### src/rtl/status_pkg.sv
// Shared types for the status register bank: write modes, response FSM states
// and the per-bit write-mode merge used by every register entry.
package status_pkg;

  typedef enum logic [1:0] {
    WM_OVERWRITE = 2'd0,
    WM_SET       = 2'd1,
    WM_CLEAR     = 2'd2,
    WM_RSVD      = 2'd3
  } wmode_e;

  typedef enum logic {
    ST_IDLE = 1'b0,
    ST_RESP = 1'b1
  } rsp_state_e;

  // Merge is purely bitwise, so it is defined on one bit and looped by callers.
  function automatic logic wmode_merge_bit(input logic cur, input wmode_e mode, input logic wd);
    logic nxt;
    nxt = cur;
    case (mode)
      WM_OVERWRITE: nxt = wd;
      WM_SET:       nxt = cur | wd;
      WM_CLEAR:     nxt = cur & ~wd;
      default:      nxt = cur;
    endcase
    return nxt;
  endfunction

endpackage

### src/rtl/status_bank_entry.sv
// One status register plus its changed-since-read flag; updates one cycle after
// the write/read strobes, no backpressure (strobes are always absorbed).
module status_bank_entry
  import status_pkg::*;
#(
  parameter int DATA_W = 16
) (
  input  logic              clk,
  input  logic              rst,
  input  logic              wr_en,
  input  wmode_e            wmode,
  input  logic [DATA_W-1:0] wdata,
  input  logic              rd_clr,
  input  logic              cor,
  output logic [DATA_W-1:0] val,
  output logic              chg
);

  logic [DATA_W-1:0] val_q, val_d;
  logic [DATA_W-1:0] base;
  logic              chg_q, chg_d;

  // A clear-on-read takes effect before a same-cycle write; only a change made
  // by the write itself re-arms the flag, so a read never re-flags its own clear.
  always_comb begin
    base = (rd_clr && cor) ? '0 : val_q;
    val_d = base;
    if (wr_en) begin
      for (int b = 0; b < DATA_W; b++) begin
        val_d[b] = wmode_merge_bit(base[b], wmode, wdata[b]);
      end
    end
    chg_d = chg_q;
    if (rd_clr) chg_d = 1'b0;
    if (val_d != base) chg_d = 1'b1;
  end

  always_ff @(posedge clk) begin
    if (rst) begin
      val_q <= '0;
      chg_q <= 1'b0;
    end else begin
      val_q <= val_d;
      chg_q <= chg_d;
    end
  end

  assign val = val_q;
  assign chg = chg_q;

endmodule

### src/rtl/status_bank.sv
// Bank of core-written status registers with a valid/ready read port (response one
// cycle after accept, one outstanding, held while rsp_ready low) and change IRQ.
module status_bank
  import status_pkg::*;
#(
  parameter int                  NUM_REGS = 4,
  parameter int                  DATA_W   = 16,
  parameter logic [NUM_REGS-1:0] COR_MASK = '0,
  localparam int                 ADDR_W   = (NUM_REGS > 1) ? $clog2(NUM_REGS) : 1
) (
  input  logic                clk,
  input  logic                rst,
  input  logic                core_wen,
  input  logic [ADDR_W-1:0]   core_waddr,
  input  logic [1:0]          core_wmode,
  input  logic [DATA_W-1:0]   core_wdata,
  input  logic                stat_req_valid,
  output logic                stat_req_ready,
  input  logic [ADDR_W-1:0]   stat_req_addr,
  output logic                stat_rsp_valid,
  input  logic                stat_rsp_ready,
  output logic [DATA_W-1:0]   stat_rsp_data,
  output logic                stat_rsp_err,
  input  logic [NUM_REGS-1:0] irq_en,
  output logic                stat_irq,
  output logic [NUM_REGS-1:0] chg_pending
);

  localparam logic [ADDR_W:0] NUM_REGS_W = (ADDR_W + 1)'(NUM_REGS);

  rsp_state_e        state_q, state_d;
  logic [DATA_W-1:0] rsp_data_q, rsp_data_d;
  logic              rsp_err_q, rsp_err_d;
  logic              irq_q, irq_d;

  logic              wr_ok, rd_ok, req_acc;
  logic [DATA_W-1:0] rd_data;
  logic [DATA_W-1:0] reg_val [NUM_REGS];

  assign wr_ok          = core_wen && ({1'b0, core_waddr} < NUM_REGS_W);
  assign rd_ok          = {1'b0, stat_req_addr} < NUM_REGS_W;
  assign stat_rsp_valid = (state_q == ST_RESP);
  assign stat_req_ready = !stat_rsp_valid || stat_rsp_ready;
  assign req_acc        = stat_req_valid && stat_req_ready;

  for (genvar gi = 0; gi < NUM_REGS; gi++) begin : g_entry
    status_bank_entry #(
      .DATA_W(DATA_W)
    ) u_entry (
      .clk   (clk),
      .rst   (rst),
      .wr_en (wr_ok && (core_waddr == ADDR_W'(gi))),
      .wmode (wmode_e'(core_wmode)),
      .wdata (core_wdata),
      .rd_clr(req_acc && rd_ok && (stat_req_addr == ADDR_W'(gi))),
      .cor   (COR_MASK[gi]),
      .val   (reg_val[gi]),
      .chg   (chg_pending[gi])
    );
  end

  always_comb begin
    rd_data = '0;
    for (int i = 0; i < NUM_REGS; i++) begin
      if (rd_ok && (stat_req_addr == ADDR_W'(i))) rd_data = reg_val[i];
    end
  end

  // An accept in RESP can only happen while the current response is consumed.
  always_comb begin
    state_d    = state_q;
    rsp_data_d = rsp_data_q;
    rsp_err_d  = rsp_err_q;
    case (state_q)
      ST_IDLE: if (req_acc) state_d = ST_RESP;
      ST_RESP: if (req_acc) state_d = ST_RESP;
               else if (stat_rsp_ready) state_d = ST_IDLE;
      default: state_d = ST_IDLE;
    endcase
    if (req_acc) begin
      rsp_data_d = rd_data;
      rsp_err_d  = !rd_ok;
    end
    irq_d = |(chg_pending & irq_en);
  end

  always_ff @(posedge clk) begin
    if (rst) begin
      state_q    <= ST_IDLE;
      rsp_data_q <= '0;
      rsp_err_q  <= 1'b0;
      irq_q      <= 1'b0;
    end else begin
      state_q    <= state_d;
      rsp_data_q <= rsp_data_d;
      rsp_err_q  <= rsp_err_d;
      irq_q      <= irq_d;
    end
  end

  assign stat_rsp_data = rsp_data_q;
  assign stat_rsp_err  = rsp_err_q;
  assign stat_irq      = irq_q;

endmodule

### config.mk
export PLATFORM = sky130hd
export DESIGN_NAME = status_bank
export DESIGN_NICKNAME = d
export VERILOG_FILES = /design/src/rtl/status_pkg.sv /design/src/rtl/status_bank_entry.sv /design/src/rtl/status_bank.sv
export SDC_FILE = /design/constraint.sdc
export NUM_CORES = 1
export LEC_CHECK = 0
export CAP_MARGIN = 20
export CORE_MARGIN = 1
export CORE_UTILIZATION = 57
export DETAILED_ROUTE_END_ITERATION = 10
export PLACE_DENSITY = 0.8
export SETUP_SLACK_MARGIN = 0.2
export SYNTH_ARGS = -nofsm -noshare
export SYNTH_HDL_FRONTEND = slang
export SYNTH_SLANG_ARGS = --single-unit
### constraint.sdc
create_clock -name clk -period 2.5 [get_ports clk]
set_clock_uncertainty 0.05 [all_clocks]
set_input_delay 0.25 -clock clk [delete_from_list [all_inputs] [get_ports clk]]
set_output_delay 0.25 -clock clk [all_outputs]
set_load 0.01 [all_outputs]
==> impl_metrics.tcl <==
set metrics [dict create \
    outcome "finished clean" \
    cts_buffers 9 \
    startpoint "core_waddr[1]" \
    postCtsHoldBufs 0 \
    die-width_um 95.9 \
    clk_pin_slew_ps 90 \
    first_iter_violations 874 \
    r2r_slack_ps 500 \
    drc 0 \
    n_antenna_cell 0 \
    yosysSeqAreaShare_pct 34.2 \
    synth.area.top_cells "dfxtp_1, a21oi_1, nand2_1" \
    cts_tree "built" \
    finalNetCount 748 \
    syn_nets 682 \
    startpoint_type "input pin" \
    crit_fanout 8 \
    yosysWarnings 0 \
    synth_edf_count 0 \
    setup.worst_path.class "input pin to flop" \
    fin_crit_sh_pct 86.5 \
    regArea_mm2 0.00172 \
    slew_viol_final 0 \
    grt_antenna_before_repair 0 \
    dieArea_mm2 0.00920 \
    grt_remaining_overflow 0 \
    fin_tns_setup_ps 0 \
    core-area_mm2 0.00838 \
    placementRows 33 \
    synth_largest_area_cell "dfxtp_1" \
    ir_drop_mv 0.353 \
    power_density_mw_per_mm2 495 \
    clockRootBuffer "clkbuf_8" \
    clock_latency_ps 360 \
    routedWlPerCell_um 24.3 \
    final_common_cell "nand2_1" \
    boundaryPins 55 \
    ff2ff_path_depth 5 \
    fmax_ghz 0.463 \
    slew_headroom_pct 62.7 \
    maxCapViolations 0 \
    multi_input_area_mm2 0.00290 \
    synth_seq_cells 86 \
    async_flop_share_pct 0 \
    place.gp.congestion 1.10 \
    final_cell_mix "nand2_1, a21oi_1, dfxtp_1" \
    worstReg2RegStart "g_entry[3].u_entry.val[14]" \
    rsz0062_at_grt "no" \
    slowest_stage "clkdlybuf4s50_1" \
    endpoint "g_entry[2].u_entry.chg" \
    cp.required_ps 2680 \
    area.growth.synth_to_final_pct 21.0 \
    portBuffers 53 \
    cts_resized 0 \
    initial_core_util_pct 60.0 \
    hpwlAfterDp_um 15000 \
    fin_util_pct 72.5 \
    drt_pass1_iterations 6 \
    endpoint_kind "flop" \
    synthFlopType "dfxtp_1" \
    clock_path_buffers 2 \
    antenna_left 0 \
    finalCriticalPeriod_ps 2160 \
    postCtsSetupRepairBufs 0 \
    max_stage_delay_ps 610 \
    syn_area_mm2 0.00503 \
    cp_cell_sequence "clkdlybuf4s50_1 > nand2_1 > or3_1 > a311oi_1 > a31oi_1 > o31ai_1 > a21oi_1" \
    syn_inst 651 \
    cts_max_level 3 \
    totalWireLength_um 20100 \
    n_fill_cell 669 \
    crit_arrival_ps 2340 \
    synth_top_cell_area_share_pct 34.2 \
    syn-mean-instance-area_um2 7.72 \
    design_power_total_uw 3010 \
    setup_violations 0 \
    reg2reg_to "g_entry[3].u_entry.chg" \
    grt_start_max_net_pins 52 \
    gr-usage-all-layers_pct 45.7 \
    grt_pass1_wl_um 30300 \
    drive_above_1_share_pct 14.3 \
    min_path_type "input pin to flop" \
    vias 5826 \
    routed_via_density 7.04 \
    synth_cell_types 63 \
    power_leakage_uw 0.00203 \
    grt_pass1_vias 5291 \
    tightest_slew_ps 558 \
    clkSinkCount 86 \
    hold_viol_final 0 \
    die_h_um 95.9 \
]
-- kinds of logic after synthesis --
logic type	after synthesis	synth area share, %
XOR/XNOR	3	0.523
multiplexers	16	7.17
buffers and inverters	81	8.14
AND/OR/NAND/NOR	197	17.8
flip-flops	86	34.2
other	1	0.0746
AO/OA/AOI/OAI	267	32.0
-- per-layer routing --
layer | part of all wire, % | vias to the layer above | global-route usage, %
li1 | - | 2515 | -
met1 | 36 | 2638 | 59.3
met2 | 43 | 548 | 69.3
met3 | 14 | 125 | 10.5
met4 | 7.2 | 0 | 26.6
met5 | 0 | - | 0
-- area by class of cell --
| cell class | count | area share, % |
|---|---|---|
| Tap cell | 105 | 2.16 |
| Timing Repair Buffer | 113 | 16.7 |
| Clock inverter | 6 | 1.13 |
| Sequential cell | 86 | 28.3 |
| Clock buffer | 10 | 2.26 |
| Multi-Input combinational cell | 484 | 47.7 |
| Inverter | 23 | 1.75 |
-- how the worst min path moves through the flow --
stage                      from          endpoint  slack [ps]  cells past startpoint
6_report                    rst  stat_rsp_data[1]         380                      3
4_1_cts                     rst  stat_rsp_data[1]         370                      3
3_5_place_dp   stat_rsp_data[1]  stat_rsp_data[1]         400                      2
3_3_place_gp   stat_rsp_data[1]  stat_rsp_data[1]         390                      2
2_1_floorplan    stat_req_valid    stat_rsp_valid         330                      2
5_1_grt                     rst  stat_rsp_data[9]         400                      3
-- worst max-delay path, delay by kind of cell --
family	cells	cell delay [ps]
simple gates	2	530
buf+inv	1	610
compound gates	4	950
-- report_power, final --
| group | leakage (µW) | switching, µW | internal, µW |
|---|---|---|---|
| sequential | 0.000696 | 42.9 | 1400 |
| combinational | 0.00124 | 309 | 219 |
| clock | 0.000103 | 539 | 497 |
-- synthesized netlist by cell type (13+ instances only) --
| master | n |
|---|---|
| nand2_1 | 114 |
| mux4_2 | 16 |
| o21ai_1 | 13 |
| o21ai_0 | 62 |
| dfxtp_1 | 86 |
| a21oi_1 | 94 |
| clkbuf_1 | 40 |
| inv_1 | 17 |
| a22oi_1 | 19 |
| nor2_1 | 24 |
| o22ai_1 | 25 |
-- per-stage QoR --
stage	cell area, µm²	std cells	hold WS, ps	setup slack [ps]
finish	6080	827	380	338
global route	6080	827	401	292
CTS	6080	827	373	442
detailed placement	5870	811	396	85.4
global placement	5870	811	393	71.9
floorplan	5030	651	329	685
-- registers in the layout, indices dropped and copies added, names as in the netlist --
signal               cells
g_entry.u_entry.chg      4
g_entry.u_entry.val     64
stat_irq                 1
stat_rsp_data           16
stat_rsp_valid           1
Power figures use the tool's default switching activity.
